File: src/rtl/rv3n_csr_issue_if.sv
// Request/ack bundle between the CSR issue block and the CSR unit.
// The issuer drives the request side; the CSR unit drives ack/busy.
interface rv3n_csr_issue_if #(
    parameter int XLEN = 32
);
    logic            func_csr_req_valid;
    logic [7:0]      func_csr_req_para;
    logic [12:0]     func_csr_req_imm;
    logic [XLEN-1:0] func_csr_req_pc;
    logic [XLEN-1:0] func_csr_req_operand0;
    logic [XLEN-1:0] func_csr_req_operand1;
    logic            func_csr_ack_valid;
    logic [XLEN-1:0] func_csr_ack_data;
    logic            func_csr_ack_busy;

    modport master (
        output func_csr_req_valid, func_csr_req_para, func_csr_req_imm,
               func_csr_req_pc, func_csr_req_operand0, func_csr_req_operand1,
        input  func_csr_ack_valid, func_csr_ack_data, func_csr_ack_busy
    );

    modport slave (
        input  func_csr_req_valid, func_csr_req_para, func_csr_req_imm,
               func_csr_req_pc, func_csr_req_operand0, func_csr_req_operand1,
        output func_csr_ack_valid, func_csr_ack_data, func_csr_ack_busy
    );
endinterface

File: src/rtl/rv3n_csr_issue.sv
// CSR/system instruction issue: holds one instruction from execute, issues a
// single-cycle request to the CSR unit once it is not busy, waits for the ack
// (bounded by TIMEOUT cycles) and writes the old CSR value back to rd.
module rv3n_csr_issue #(
    parameter int XLEN    = 32,
    parameter int TIMEOUT = 15
) (
    input  logic              clk,
    input  logic              rst,
    input  logic              instr_valid,
    output logic              instr_ready,
    input  logic [7:0]        instr_para,
    input  logic [12:0]       instr_imm,
    input  logic [XLEN-1:0]   instr_pc,
    input  logic [XLEN-1:0]   instr_operand0,
    input  logic [XLEN-1:0]   instr_operand1,
    rv3n_csr_issue_if.master  csr,
    input  logic              stage_id_clear,
    output logic              wb_valid,
    output logic [4:0]        wb_rd,
    output logic [XLEN-1:0]   wb_data,
    output logic              csr_pending,
    output logic              timeout_err
);
    localparam int CW = $clog2(TIMEOUT + 1);
    localparam logic [CW-1:0] CNT_LAST = CW'(TIMEOUT - 1);

    typedef enum logic [1:0] {
        S_IDLE = 2'd0,
        S_HOLD = 2'd1,
        S_WAIT = 2'd2
    } state_e;

    state_e          state_q;
    logic [CW-1:0]   cnt_q;
    logic [CW-1:0]   cnt_d;
    logic [7:0]      para_q;
    logic [12:0]     imm_q;
    logic [XLEN-1:0] pc_q;
    logic [XLEN-1:0] op0_q;
    logic [XLEN-1:0] op1_q;
    logic            wb_valid_q;
    logic [4:0]      wb_rd_q;
    logic [XLEN-1:0] wb_data_q;
    logic            terr_q;
    logic            wb_en_d;

    // Only real CSR ops with a non-zero rd write the register file.
    assign wb_en_d = para_q[4] & ~para_q[5] & (op1_q[11:7] != 5'd0);
    // Saturating wait counter increment.
    assign cnt_d   = (cnt_q == {CW{1'b1}}) ? cnt_q : cnt_q + CW'(1);

    // Request strobe is combinational so it fires in the first non-busy HOLD
    // cycle; a flush in the same cycle wins over the issue.
    assign csr.func_csr_req_valid    = (state_q == S_HOLD) & ~csr.func_csr_ack_busy & ~stage_id_clear;
    assign csr.func_csr_req_para     = para_q;
    assign csr.func_csr_req_imm      = imm_q;
    assign csr.func_csr_req_pc       = pc_q;
    assign csr.func_csr_req_operand0 = op0_q;
    assign csr.func_csr_req_operand1 = op1_q;

    assign instr_ready = (state_q == S_IDLE);
    assign csr_pending = (state_q != S_IDLE);
    assign wb_valid    = wb_valid_q;
    assign wb_rd       = wb_rd_q;
    assign wb_data     = wb_data_q;
    assign timeout_err = terr_q;

    // Issue FSM: capture, issue, wait for ack or timeout, register writeback.
    always_ff @(posedge clk or posedge rst) begin
        if (rst) begin
            state_q    <= S_IDLE;
            cnt_q      <= '0;
            para_q     <= '0;
            imm_q      <= '0;
            pc_q       <= '0;
            op0_q      <= '0;
            op1_q      <= '0;
            wb_valid_q <= 1'b0;
            wb_rd_q    <= '0;
            wb_data_q  <= '0;
            terr_q     <= 1'b0;
        end else begin
            wb_valid_q <= 1'b0;
            unique case (state_q)
                S_IDLE: begin
                    if (instr_valid && !stage_id_clear) begin
                        para_q  <= instr_para;
                        imm_q   <= instr_imm;
                        pc_q    <= instr_pc;
                        op0_q   <= instr_operand0;
                        op1_q   <= instr_operand1;
                        state_q <= S_HOLD;
                    end
                end
                S_HOLD: begin
                    if (stage_id_clear) begin
                        state_q <= S_IDLE;
                    end else if (!csr.func_csr_ack_busy) begin
                        cnt_q   <= '0;
                        state_q <= S_WAIT;
                    end
                end
                S_WAIT: begin
                    // Flush is ignored here: the request is already committed.
                    if (csr.func_csr_ack_valid) begin
                        state_q <= S_IDLE;
                        if (wb_en_d) begin
                            wb_valid_q <= 1'b1;
                            wb_rd_q    <= op1_q[11:7];
                            wb_data_q  <= csr.func_csr_ack_data;
                        end
                    end else if (cnt_q == CNT_LAST) begin
                        terr_q  <= 1'b1;
                        state_q <= S_IDLE;
                    end else begin
                        cnt_q <= cnt_d;
                    end
                end
                default: state_q <= S_IDLE;
            endcase
        end
    end
endmodule

File: src/flat_wrapper.sv
// flat-port wrapper written by rule: the top's interface ports become plain ports
module rv3n_csr_issue_flat 
#(
    parameter int XLEN    = 32,
    parameter int TIMEOUT = 15
)
  (clk, rst, instr_valid, instr_ready, instr_para, instr_imm, instr_pc, instr_operand0, instr_operand1, stage_id_clear, wb_valid, wb_rd, wb_data, csr_pending, timeout_err, csr_func_csr_req_valid, csr_func_csr_req_para, csr_func_csr_req_imm, csr_func_csr_req_pc, csr_func_csr_req_operand0, csr_func_csr_req_operand1, csr_func_csr_ack_valid, csr_func_csr_ack_data, csr_func_csr_ack_busy);
  rv3n_csr_issue_if #(.XLEN(XLEN)) csr_i ();
  input  logic clk;
  input  logic rst;
  input  logic instr_valid;
  output logic instr_ready;
  input  logic [7:0] instr_para;
  input  logic [12:0] instr_imm;
  input  logic [XLEN-1:0] instr_pc;
  input  logic [XLEN-1:0] instr_operand0;
  input  logic [XLEN-1:0] instr_operand1;
  input  logic stage_id_clear;
  output logic wb_valid;
  output logic [4:0] wb_rd;
  output logic [XLEN-1:0] wb_data;
  output logic csr_pending;
  output logic timeout_err;
  output wire logic [$bits(csr_i.func_csr_req_valid)-1:0] csr_func_csr_req_valid;
  output wire logic [$bits(csr_i.func_csr_req_para)-1:0] csr_func_csr_req_para;
  output wire logic [$bits(csr_i.func_csr_req_imm)-1:0] csr_func_csr_req_imm;
  output wire logic [$bits(csr_i.func_csr_req_pc)-1:0] csr_func_csr_req_pc;
  output wire logic [$bits(csr_i.func_csr_req_operand0)-1:0] csr_func_csr_req_operand0;
  output wire logic [$bits(csr_i.func_csr_req_operand1)-1:0] csr_func_csr_req_operand1;
  input wire logic [$bits(csr_i.func_csr_ack_valid)-1:0] csr_func_csr_ack_valid;
  input wire logic [$bits(csr_i.func_csr_ack_data)-1:0] csr_func_csr_ack_data;
  input wire logic [$bits(csr_i.func_csr_ack_busy)-1:0] csr_func_csr_ack_busy;
  assign csr_func_csr_req_valid = csr_i.func_csr_req_valid;
  assign csr_func_csr_req_para = csr_i.func_csr_req_para;
  assign csr_func_csr_req_imm = csr_i.func_csr_req_imm;
  assign csr_func_csr_req_pc = csr_i.func_csr_req_pc;
  assign csr_func_csr_req_operand0 = csr_i.func_csr_req_operand0;
  assign csr_func_csr_req_operand1 = csr_i.func_csr_req_operand1;
  assign csr_i.func_csr_ack_valid = csr_func_csr_ack_valid;
  assign csr_i.func_csr_ack_data = csr_func_csr_ack_data;
  assign csr_i.func_csr_ack_busy = csr_func_csr_ack_busy;
  rv3n_csr_issue #(.XLEN(XLEN), .TIMEOUT(TIMEOUT)) u_core (.clk(clk), .rst(rst), .instr_valid(instr_valid), .instr_ready(instr_ready), .instr_para(instr_para), .instr_imm(instr_imm), .instr_pc(instr_pc), .instr_operand0(instr_operand0), .instr_operand1(instr_operand1), .csr(csr_i), .stage_id_clear(stage_id_clear), .wb_valid(wb_valid), .wb_rd(wb_rd), .wb_data(wb_data), .csr_pending(csr_pending), .timeout_err(timeout_err));
endmodule
File: config.mk
export PLATFORM = sky130hd
export DESIGN_NAME = rv3n_csr_issue_flat
export DESIGN_NICKNAME = d
export VERILOG_FILES = /design/src/rtl/rv3n_csr_issue_if.sv /design/src/rtl/rv3n_csr_issue.sv /design/src/flat_wrapper.sv
export SDC_FILE = /design/constraint.sdc
export NUM_CORES = 1
export LEC_CHECK = 0
export ABC_AREA = 1
export CORE_AREA = 2 2 121 123
export CTS_BUF_LIST = sky130_fd_sc_hd__clkbuf_4
export CTS_CLUSTER_SIZE = 16
export DETAILED_ROUTE_END_ITERATION = 10
export DIE_AREA = 0 0 123 125
export DONT_BUFFER_PORTS = 1
export PLACE_DENSITY = 0.69
export SLEW_MARGIN = 0
export SYNTH_ARGS = -nofsm -noshare
export SYNTH_HDL_FRONTEND = slang
export SYNTH_SLANG_ARGS = --single-unit
export TNS_END_PERCENT = 50
File: constraint.sdc
create_clock -name clk -period 15.6 [get_ports clk]
set_clock_uncertainty 0.1 [all_clocks]
set_input_delay 1.56 -clock clk [delete_from_list [all_inputs] [get_ports clk]]
set_output_delay 1.56 -clock clk [all_outputs]
set_load 0.1 [all_outputs]
# Yosys cells after proc, flatten, opt, wreduce, memory -nomap -nowiden
# Cells that the tools add are included.
[totals]
reg_bits = 162
in_bits = 155
output_inout_bits = 159
wordCells = 58
[classes]
n_bitwise = 8
add_sub_neg = 1
n_mux = 15
eq_ne = 12
n_reduce_logical = 11
[op_table]
columns = ["operator", "count"]
rows = [
  ["$mux W4", 5],
  ["$mux W2", 5],
  ["$ne A2 B2 Y1 const B", 5],
  ["$reduce_and A3 Y1", 3],
  ["$eq A4 B4 Y1 const B", 2],
  ["$pmux W4 S2", 1],
  ["$pmux W2 S3", 1],
  ["$reduce_and A6 Y1", 1],
  ["$reduce_bool A5 Y1", 1],
  ["$add A4 B1 Y4 const B", 1],
  ["$and A1 B1 Y1", 4],
  ["$not A1 Y1", 4],
  ["$reduce_bool A2 Y1", 2],
  ["$mux W1", 3],
  ["$ne A3 B2 Y1 const B", 1],
  ["$ne A3 B3 Y1 const B", 1],
  ["$eq A2 B1 Y1 const B", 1],
  ["$eq A2 B2 Y1 const B", 1],
  ["$logic_not A2 Y1", 1],
  ["$ne A2 B1 Y1 const B", 1],
  ["$reduce_and A2 Y1", 1],
  ["$logic_and A1 B1 Y1", 1],
  ["$logic_not A1 Y1", 1],
]

# Depth between registers and ports, before layout
# Gate-level depths: netlist of the first run.
[logic_depth]
word_depth = 6
depth_mapped = 8
depth_no_buf = 8

# Worst setup path after synthesis of the first run
# No wires, ideal clock.
[synth_path]
path_type = "input-to-output"
from = "input port stage_id_clear"
to = "output port csr_func_csr_req_valid"
required_ns = 13.940
arrival_time_ns = 3.027
path_slack_ns = 10.913
stages = 3
path_cell_list = "inv_1 -> nand3_1 -> nor2_1"
[synth_between]
elab_chain_cells = 2
[synth_lines]
columns = ["item", "line_no", "rtl"]
rows = [
  ["start: declaration", "flat_wrapper.sv:18", "input logic stage_id_clear;"],
  ["$not A1 Y1", "rv3n_csr_issue.sv:55", "assign csr.func_csr_req_valid = (state_q == S_HOLD) & ~csr.func_csr_ack_busy & ~stage_id_clear;"],
  ["$and A1 B1 Y1", "rv3n_csr_issue.sv:55", ""],
  ["end: declaration", "flat_wrapper.sv:24", "output wire logic [$bits(csr_i.func_csr_req_valid)-1:0] csr_func_csr_req_valid;"],
]
# Every way passes these cells.

# Worst setup path in the final report of the first run
# Same ends and word-level chain as after synthesis.

==> flow_summary.ini, run 1 <==
[global_route]
grt_pass1_vias = 4423
grt_pass1_wl_mm = 22.3
track_usage = 0.187
grt_overflow = 0
grt_max_degree = 132
antenna_found_initial = 0

[floorplanning]
die-area_mm2 = 0.0154
die_y_um = 125
die_w_um = 123
start_util = 0.461
fp.coreArea_mm2 = 0.0142
rows = 44
io_pins = 314

[worst_setup_path]
cp_max_fo = 3
cp.arrival_ns = 2.64
cp-end-kind = primary output
regToRegSetupSlack_ns = 12.57
reg2reg_depth = 5
critPathKind = input port to primary output
r2r-end = u_core.csr.func_csr_req_pc[14]
reg2reg_from = u_core.state_q[0]
setup.worst_path.start_class = input port
crit_required_ns = 13.94

[cts]
cts_resized = 0
cts-root-buf = clkbuf_4
clock-sinks = 162
clockBufferDepth = 2
clock_latency_ns = 0.54
clkSlewWorstSetupHoldPaths_ns = 0.13
cts_setup_buffers = 0
cts.hold.buffers_added = 0
cts_inserted_buffers = 17
h-tree-depth = 4
cts_tree = done

[pwr]
clock_power_share = 0.153
vdd_drop_max_mv = 0.120
p_leak_uw = 0.00380
power_frac_comb = 0.075
p_int_uw = 666
p_per_area_mw_per_mm2 = 253
power.switching_uw = 1080
pwr-share-seq = 0.772
power_switching_share = 0.618

[timing]
timing.slew.headroom = 0.292
worst_pin_slew_ns = 1.06
drv_slew = 0
setup-violations-final = 0
fin_tns_setup_ns = 0
fin_ws_ns = 11.30
finalHoldViolCount = 0
max_freq_mhz = 233
min_period_ns = 4.30
final_min_period_over_clock_period = 0.275
rsz0062_at_grt = false

[hold_path]
min_path_type = register to register
min_from = u_core.cnt_q[3]
hold_path_end = u_core.cnt_q[3]
whs_path_depth = 2

[drt]
vias = 4479
ant_nets = 0
via_per_inst = 4.92
drt_iter0_drc = 218
drc_errors = 0
totalWireLength_mm = 14.3
wl_per_cell_um = 15.7
firstDrtPassIters = 6

[place]
place.gp.congestion = 0.840
dp_slack_ns = 11.31
portBuffers = 0
hpwl_mm = 10.4

[finish]
multi_input_area_mm2 = 0.00177
drive_gt1_frac = 0.0634
syn_to_final_growth_pct = 5.37
antenna_cells = 0
fin_nets = 870
fillers = 1348
seq_area_mm2 = 0.00405

[synth]
synth_warnings = 0
ys_seq_area_frac = 0.620
synth-edff-count = 0
synth-async-reset-ratio = 1.00
synth_nets = 882
ys_types = 22
syn_area_mm2 = 0.00654
syn-mean-instance-area_um2 = 9.03
netlist.area_leader.share = 0.620
ys_ff_latch = 162
synthTopCellsByArea = dfrtp_1 (62%), nand2_1 (12%), inv_1 (7.3%), o21ai_0 (7.0%), nand3_1 (3.4%)
yosysTopAreaCell = dfrtp_1
syn_inst = 725
ys.flop_type = dfrtp_1

[run]
drv_cap = 0

[outcome]
outcome = finished, final reports clean
## worst max-delay path, cell delays in order
cell and delay [ns]:
inv_1 0.10, nand3_1 0.14, nor2_2 0.83
## power groups by stage
stage                     Combinational, uW  Clock [uW]  Sequential (uW)
after floorplan                         113           0             1320
after global placement                  124           0             1350
after detailed placement                135           0             1350
after CTS                               134         277             1350
after global routing                    157         295             1360
final                                   130         267             1340
## worst max path at each step
stage	start	cells past startpoint	to	slack, ns
after floorplan	rst	1	u_core.cnt_q[0]	9.56
after global placement	stage_id_clear	3	csr_func_csr_req_valid	11.33
after detailed placement	stage_id_clear	3	csr_func_csr_req_valid	11.31
after CTS	stage_id_clear	3	csr_func_csr_req_valid	11.31
after global routing	stage_id_clear	3	csr_func_csr_req_valid	11.26
final	stage_id_clear	3	csr_func_csr_req_valid	11.30
## sequential cells by signal, summed over array words and instances, names as in the netlist
register	cells
u_core.cnt_q	4
u_core.csr.func_csr_req_imm	13
u_core.csr.func_csr_req_operand0	32
u_core.csr.func_csr_req_operand1	32
u_core.csr.func_csr_req_para	8
u_core.csr.func_csr_req_pc	32
u_core.state_q	2
u_core.timeout_err	1
u_core.wb_data	32
u_core.wb_rd	5
u_core.wb_valid	1
## per-layer routing
metal | wire length (um) | up-vias | GRT usage
met3 | 1390 | 20 | 0.0744
met2 | 7230 | 215 | 0.317
met5 | 0 | - | 0
met1 | 5390 | 2053 | 0.210
met4 | 289 | 0 | 0.0722
li1 | - | 2191 | -
## cell type report
type,instances,area share
Clock buffer,18,0.0196
Sequential cell,162,0.588
Clock inverter,14,0.0258
Tap cell,184,0.0334
Timing Repair Buffer,5,0.00544
Multi-Input combinational cell,398,0.257
Inverter,129,0.0709
## cell usage after synthesis, types with 2 or more instances
master,instances
buf_2,9
buf_4,8
buf_6,8
clkbuf_1,11
dfrtp_1,162
ha_1,2
inv_1,128
nand2_1,214
nand3_1,44
nor2_1,11
o21ai_0,92
o21ai_1,26
## cell usage in the layout, fill, tap and decap left out
cell          n
a21oi_1       1
a31o_2        1
buf_4         5
bufinv_16     3
clkbuf_4     18
clkinv_2      1
clkinvlp_4    4
dfrtp_1     162
ha_1          2
inv_1       127
inv_2         1
inv_6         7
nand2_1     214
nand2_2       1
nand3_1      44
nand3_2       1
nand3_4       1
nor2_1       10
nor2_2        1
nor2_4        1
nor3_1        1
nor3_4        1
o21ai_0      92
o21ai_1      26
xnor2_1       1
## metrics by stage
step | hold slack [ns] | total power (uW) | util | std cells | area (um^2)
6_report | 0.426 | 1740 | 0.485 | 910 | 6900
5_1_grt | 0.465 | 1810 | 0.485 | 910 | 6900
4_1_cts | 0.437 | 1760 | 0.485 | 910 | 6900
3_5_place_dp | 0.405 | 1490 | 0.463 | 878 | 6580
3_3_place_gp | 0.395 | 1470 | 0.463 | 878 | 6580
2_1_floorplan | 0.371 | 1440 | - | 725 | 6540
## cells by family after synthesis
logic type               synth area share
adder cells (fa/ha/maj)           0.00382
flip-flops                          0.620
XOR/XNOR                          0.00134
buffers and inverters               0.110
AND/OR/NAND/NOR                     0.173
AO/OA/AOI/OAI                      0.0924
Power figures use the tool's default switching activity.
==> inputs of run 2 (changes only) <==
clock period = 4.4 ns   (was 15.6 ns; I/O delays follow)
==> run 2 against run 1 <==
  * Cell area is 22% higher
  * Sequential share of layout area decreased by 11 points
  * Sequential power rose to 3.6 times the previous value
  * Non-clock buffer count up 158
  * Largest cell class unchanged
==> flow_summary.ini, run 2 (synthesis gave the netlist of run 1 again) <==
[outcome]
outcome = finished, final reports clean

[finish]
syn_to_final_growth_pct = 29.0
final_cell_mix = nand2_1 (214), dfrtp_1 (162), dlygate4sd3_1 (154)
drive_gt1_frac = 0.0554
fin_nets = 1028
final_common_cell = nand2_1
final_cells = 1069

[global_route]
track_usage = 0.224
grt_pass1_vias = 5448
grt_max_degree = 103
antenna_found_initial = 1
grt_pass1_wl_mm = 26.7
grt_overflow = 0

[worst_setup_path]
cp_slowest_cell = nand3_4
cp_max_fo = 102
critPathKind = register to register
slowest_delay_ns = 0.85
crit_required_ns = 4.71
regToRegSetupSlack_ns = 1.36
cp-end-kind = register
setup.worst_path.start_class = register
crit_chain = nor2_4, nand3_4, buf_4, nand2_1, o21ai_0
cp.arrival_ns = 3.35

[cts]
clockBufferDepth = 2
h-tree-depth = 4
cts-root-buf = clkbuf_4
cts_tree = done
clkSlewWorstSetupHoldPaths_ns = 0.14
clock_latency_ns = 0.54
cts_inserted_buffers = 17
clock-sinks = 162
cts_setup_buffers = 0

[pwr]
pwr-share-seq = 0.763
power_frac_comb = 0.099
clock_power_share = 0.138
p_per_area_mw_per_mm2 = 739
p_leak_uw = 0.00446
vdd_drop_max_mv = 0.411
power_uw = 6240
power.switching_uw = 3830
power_switching_share = 0.614
p_int_uw = 2410

[timing]
worst_pin_slew_ns = 1.08
rsz0062_at_grt = false
fin_tns_setup_ns = 0
min_period_ns = 3.04
final_min_period_over_clock_period = 0.691
finalHoldViolCount = 0
setup-violations-final = 0
max_freq_mhz = 329
fin_ws_ns = 1.36
timing.slew.headroom = 0.280
drv_slew = 0

[floorplanning]
die-area_mm2 = 0.0154
die_y_um = 125
fp.coreArea_mm2 = 0.0142
die_w_um = 123
rows = 44
io_pins = 314
start_util = 0.461

[place]
portBuffers = 0
place_inst = 882
dp_slack_ns = 1.38
place.gp.congestion = 0.809
hpwl_mm = 10.4

[run]
drv_cap = 0

[drt]
vias = 5327
ant_nets = 0
firstDrtPassIters = 4
met3_length_mm = 1.55
totalWireLength_mm = 17.2
drt_iter0_drc = 311
wl_met2_mm = 8.85
drc_errors = 0
wl_met1_mm = 6.26
wl_per_cell_um = 16.0
dr.max_layer_used = met4
via_per_inst = 4.98

[hold_path]
min_path_type = input port to register
-- run 2: through the flow --
step | instance area [um^2] | utilization | hold WS [ns]
6_report | 8440 | 0.595 | 0.153
5_1_grt | 8440 | 0.595 | 0.122
4_1_cts | 8440 | 0.594 | 0.0779
3_5_place_dp | 6620 | 0.466 | 0.387
3_3_place_gp | 6620 | 0.466 | 0.377
2_1_floorplan | 6550 | - | 0.371
-- run 2: final timing paths --
check	startpoint	endpoint	cells after the start
hold / removal	stage_id_clear	u_core.cnt_q[2]	5
min in group asynchronous	rst	u_core.wb_data[20]	3
setup reg to reg	u_core.state_q[0]	u_core.csr.func_csr_req_pc[11]	5
setup / recovery	u_core.state_q[0]	u_core.csr.func_csr_req_pc[11]	5
hold reg to reg	u_core.cnt_q[3]	u_core.cnt_q[3]	2
max in group asynchronous	rst	u_core.csr.func_csr_req_operand0[17]	3
-- run 2: power by group through the flow --
stage / Clock, uW / Combinational, uW / Sequential (uW)
floorplan: 0 / 399 / 4700
global route: 957 / 710 / 4800
global placement: 0 / 456 / 4780
finish: 859 / 617 / 4760
detailed placement: 0 / 501 / 4780
CTS: 896 / 608 / 4760
-- run 2: critical path: cells and delay by family (launching register included) --
| family | cells | cell delay (ns) |
|---|---|---|
| simple gates | 3 | 1.56 |
| compound gates | 1 | 0.11 |
| flops | 1 | 0.49 |
| buf+inv | 1 | 0.60 |
-- run 2: area by class of cell --
type | count | area, um^2
Clock buffer | 22 | 165
Fill cell | 1104 | 5760
Tap cell | 184 | 230
Multi-Input combinational cell | 398 | 1770
Antenna cell | 1 | 2.50
Inverter | 129 | 488
Sequential cell | 162 | 4050
Clock inverter | 10 | 111
Timing Repair Buffer | 163 | 1620
-- run 2: repair_timing --
| item | 4_1_cts | 5_1_grt |
|---|---|---|
| endpoints found under the hold margin | 304 | 0 |
| hold buffers | 154 | 0 |
| gates resized for setup | 0 | 0 |
-- run 2: routing by layer --
metal | global-route usage | vias up
li1 | - | 2509
met1 | 0.237 | 2478
met2 | 0.395 | 295
met3 | 0.0794 | 45
met4 | 0.0983 | 0
met5 | 0 | -
==> inputs of run 3 (changes only) <==
ABC_AREA = 0   (was 1)
CORE_AREA = 2 2 122 124   (was 2 2 121 123)
DIE_AREA = 0 0 124 126   (was 0 0 123 125)
PLACE_DENSITY = 0.66   (was 0.69)
clock period = 2.85 ns   (was 4.4 ns; I/O delays follow)
==> run 3 against run 2 <==
  * The run now fails in clock tree synthesis
  * Synthesized cell count down 49%
  * Synthesized area down 4.2%
==> flow_summary.ini, run 3 <==
[synth]
synth_nets = 526
syn_area_mm2 = 0.00627
synth-async-reset-ratio = 1.00
synth_commonest_cells = dfrtp_1 (162), mux2_2 (122), mux2_4 (29), buf_2 (9), nand2_1 (6)
yosysTopAreaCell = dfrtp_1
synth-edff-count = 0
syn_inst = 369
ys.flop_type = dfrtp_1
ys_seq_area_frac = 0.647
synth.most_common_cell = dfrtp_1
syn-mean-instance-area_um2 = 17.0
synth_warnings = 0
synthTopCellsByArea = dfrtp_1 (65%), mux2_2 (22%), mux2_4 (6.9%), buf_12 (0.96%), buf_2 (0.72%)
ys_ff_latch = 162
netlist.area_leader.share = 0.647
ys_types = 28

[cts]
clock-sinks = 162
clockBufferDepth = 2
cts_setup_buffers = 0
cts-root-buf = clkbuf_4
cts_inserted_buffers = 17
cts.hold.buffers_added = 118
cts_resized = 0
h-tree-depth = 4

[place]
portBuffers = 0
place.gp.congestion = 0.775
hpwl_mm = 9.58
dp_slack_ns = 0.553

[outcome]
stop_error = [ERROR RSZ-0060] Max buffer count reached.
outcome = did not finish
stop_stage = clock tree synthesis

[floorplanning]
rows = 44
start_util = 0.438
die_y_um = 126
die_w_um = 124
io_pins = 314
run 3: changes by cell type after synthesis, sizes merged, moves of 2 or more:
| cell | change |
|---|---|
| nor2 | -10 |
| inv | -125 |
| buf | -9 |
| nand3 | -44 |
| clkbuf | -11 |
| mux2 | +151 |
| nor3b | +2 |
| a22o | +3 |
| o21ai | -113 |
| mux2i | +2 |
| nand2 | -209 |
run 3: cells by family after synthesis:
logic type | Yosys count | synth area share
buffers and inverters | 20 | 0.0243
adders and majority gates | 2 | 0.00399
AOI/OAI and AO/OA | 13 | 0.0162
and+or+nand+nor | 19 | 0.0172
DFF | 162 | 0.647
muxes | 153 | 0.292
run 3: stage by stage:
step,setup TNS (ns),instances,util,instance area [um^2]
floorplan,-9.80,369,-,6270
detailed placement,0,553,0.457,6540
global placement,0,553,0.457,6540
==> inputs of run 4 (changes only) <==
CORE_AREA = default   (was 2 2 122 124)
CORE_MARGIN = 2   (was default)
CORE_UTILIZATION = 40   (was default)
CTS_BUF_LIST = default   (was sky130_fd_sc_hd__clkbuf_4)
CTS_CLUSTER_SIZE = default   (was 16)
DIE_AREA = default   (was 0 0 124 126)
PLACE_DENSITY = default   (was 0.66)
PLACE_DENSITY_LB_ADDON = 0.15   (was default)
==> run 4 against run 3 <==
  * The run again fails in clock tree synthesis
  * Synthesized cell count did not move
  * Synthesized area unchanged
==> flow_summary.ini, run 4 <==
[synth]
synth-edff-count = 0
synth_nets = 526
synth_top_family_by_area = multiplexers
ys_ff_latch = 162
yosys.area_share.simple = 0.0172
synth_commonest_cells = dfrtp_1 (162), mux2_2 (122), mux2_4 (29), buf_2 (9), nand2_1 (6)
synth-xor-area-share = 0
synth.most_common_cell = dfrtp_1
synth_compound_area_frac = 0.0162
synthTopCellsByArea = dfrtp_1 (65%), mux2_2 (22%), mux2_4 (6.9%), buf_12 (0.96%), buf_2 (0.72%)
netlist.area_leader.share = 0.647
ys_types = 28
syn_inst = 369
yosysTopAreaCell = dfrtp_1
ys.flop_type = dfrtp_1
ys_seq_area_frac = 0.647
synth-async-reset-ratio = 1.00
syn-mean-instance-area_um2 = 17.0
synth.mux.area_fraction = 0.292
syn_area_mm2 = 0.00627
synthAdderAreaFrac = 0.00399
synth_warnings = 0

[cts]
h-tree-depth = 4
clockBufferDepth = 2
cts.hold.buffers_added = 123
cts-root-buf = clkbuf_16
cts_inserted_buffers = 17
cts_setup_buffers = 0
cts_resized = 0
clock-sinks = 162

[floorplanning]
start_util = 0.411
io_pins = 314
rows = 45
die_y_um = 129
die_w_um = 129

[place]
hpwl_mm = 9.40
place.gp.congestion = 0.703
portBuffers = 0
dp_slack_ns = 0.570

[outcome]
outcome = did not finish
stop_error = [ERROR RSZ-0060] Max buffer count reached.
stop_stage = clock tree synthesis
run 4: kinds of logic after synthesis:
logic type / Yosys count
AOI/OAI and AO/OA: 13
DFF: 162
adders and majority gates: 2
and+or+nand+nor: 19
buffers and inverters: 20
muxes: 153
run 4: metrics by stage:
step | instance area [um^2] | TNS, ns | cells | utilization
floorplan | 6270 | -9.80 | 369 | -
global placement | 6590 | 0 | 580 | 0.432
detailed placement | 6590 | 0 | 580 | 0.432
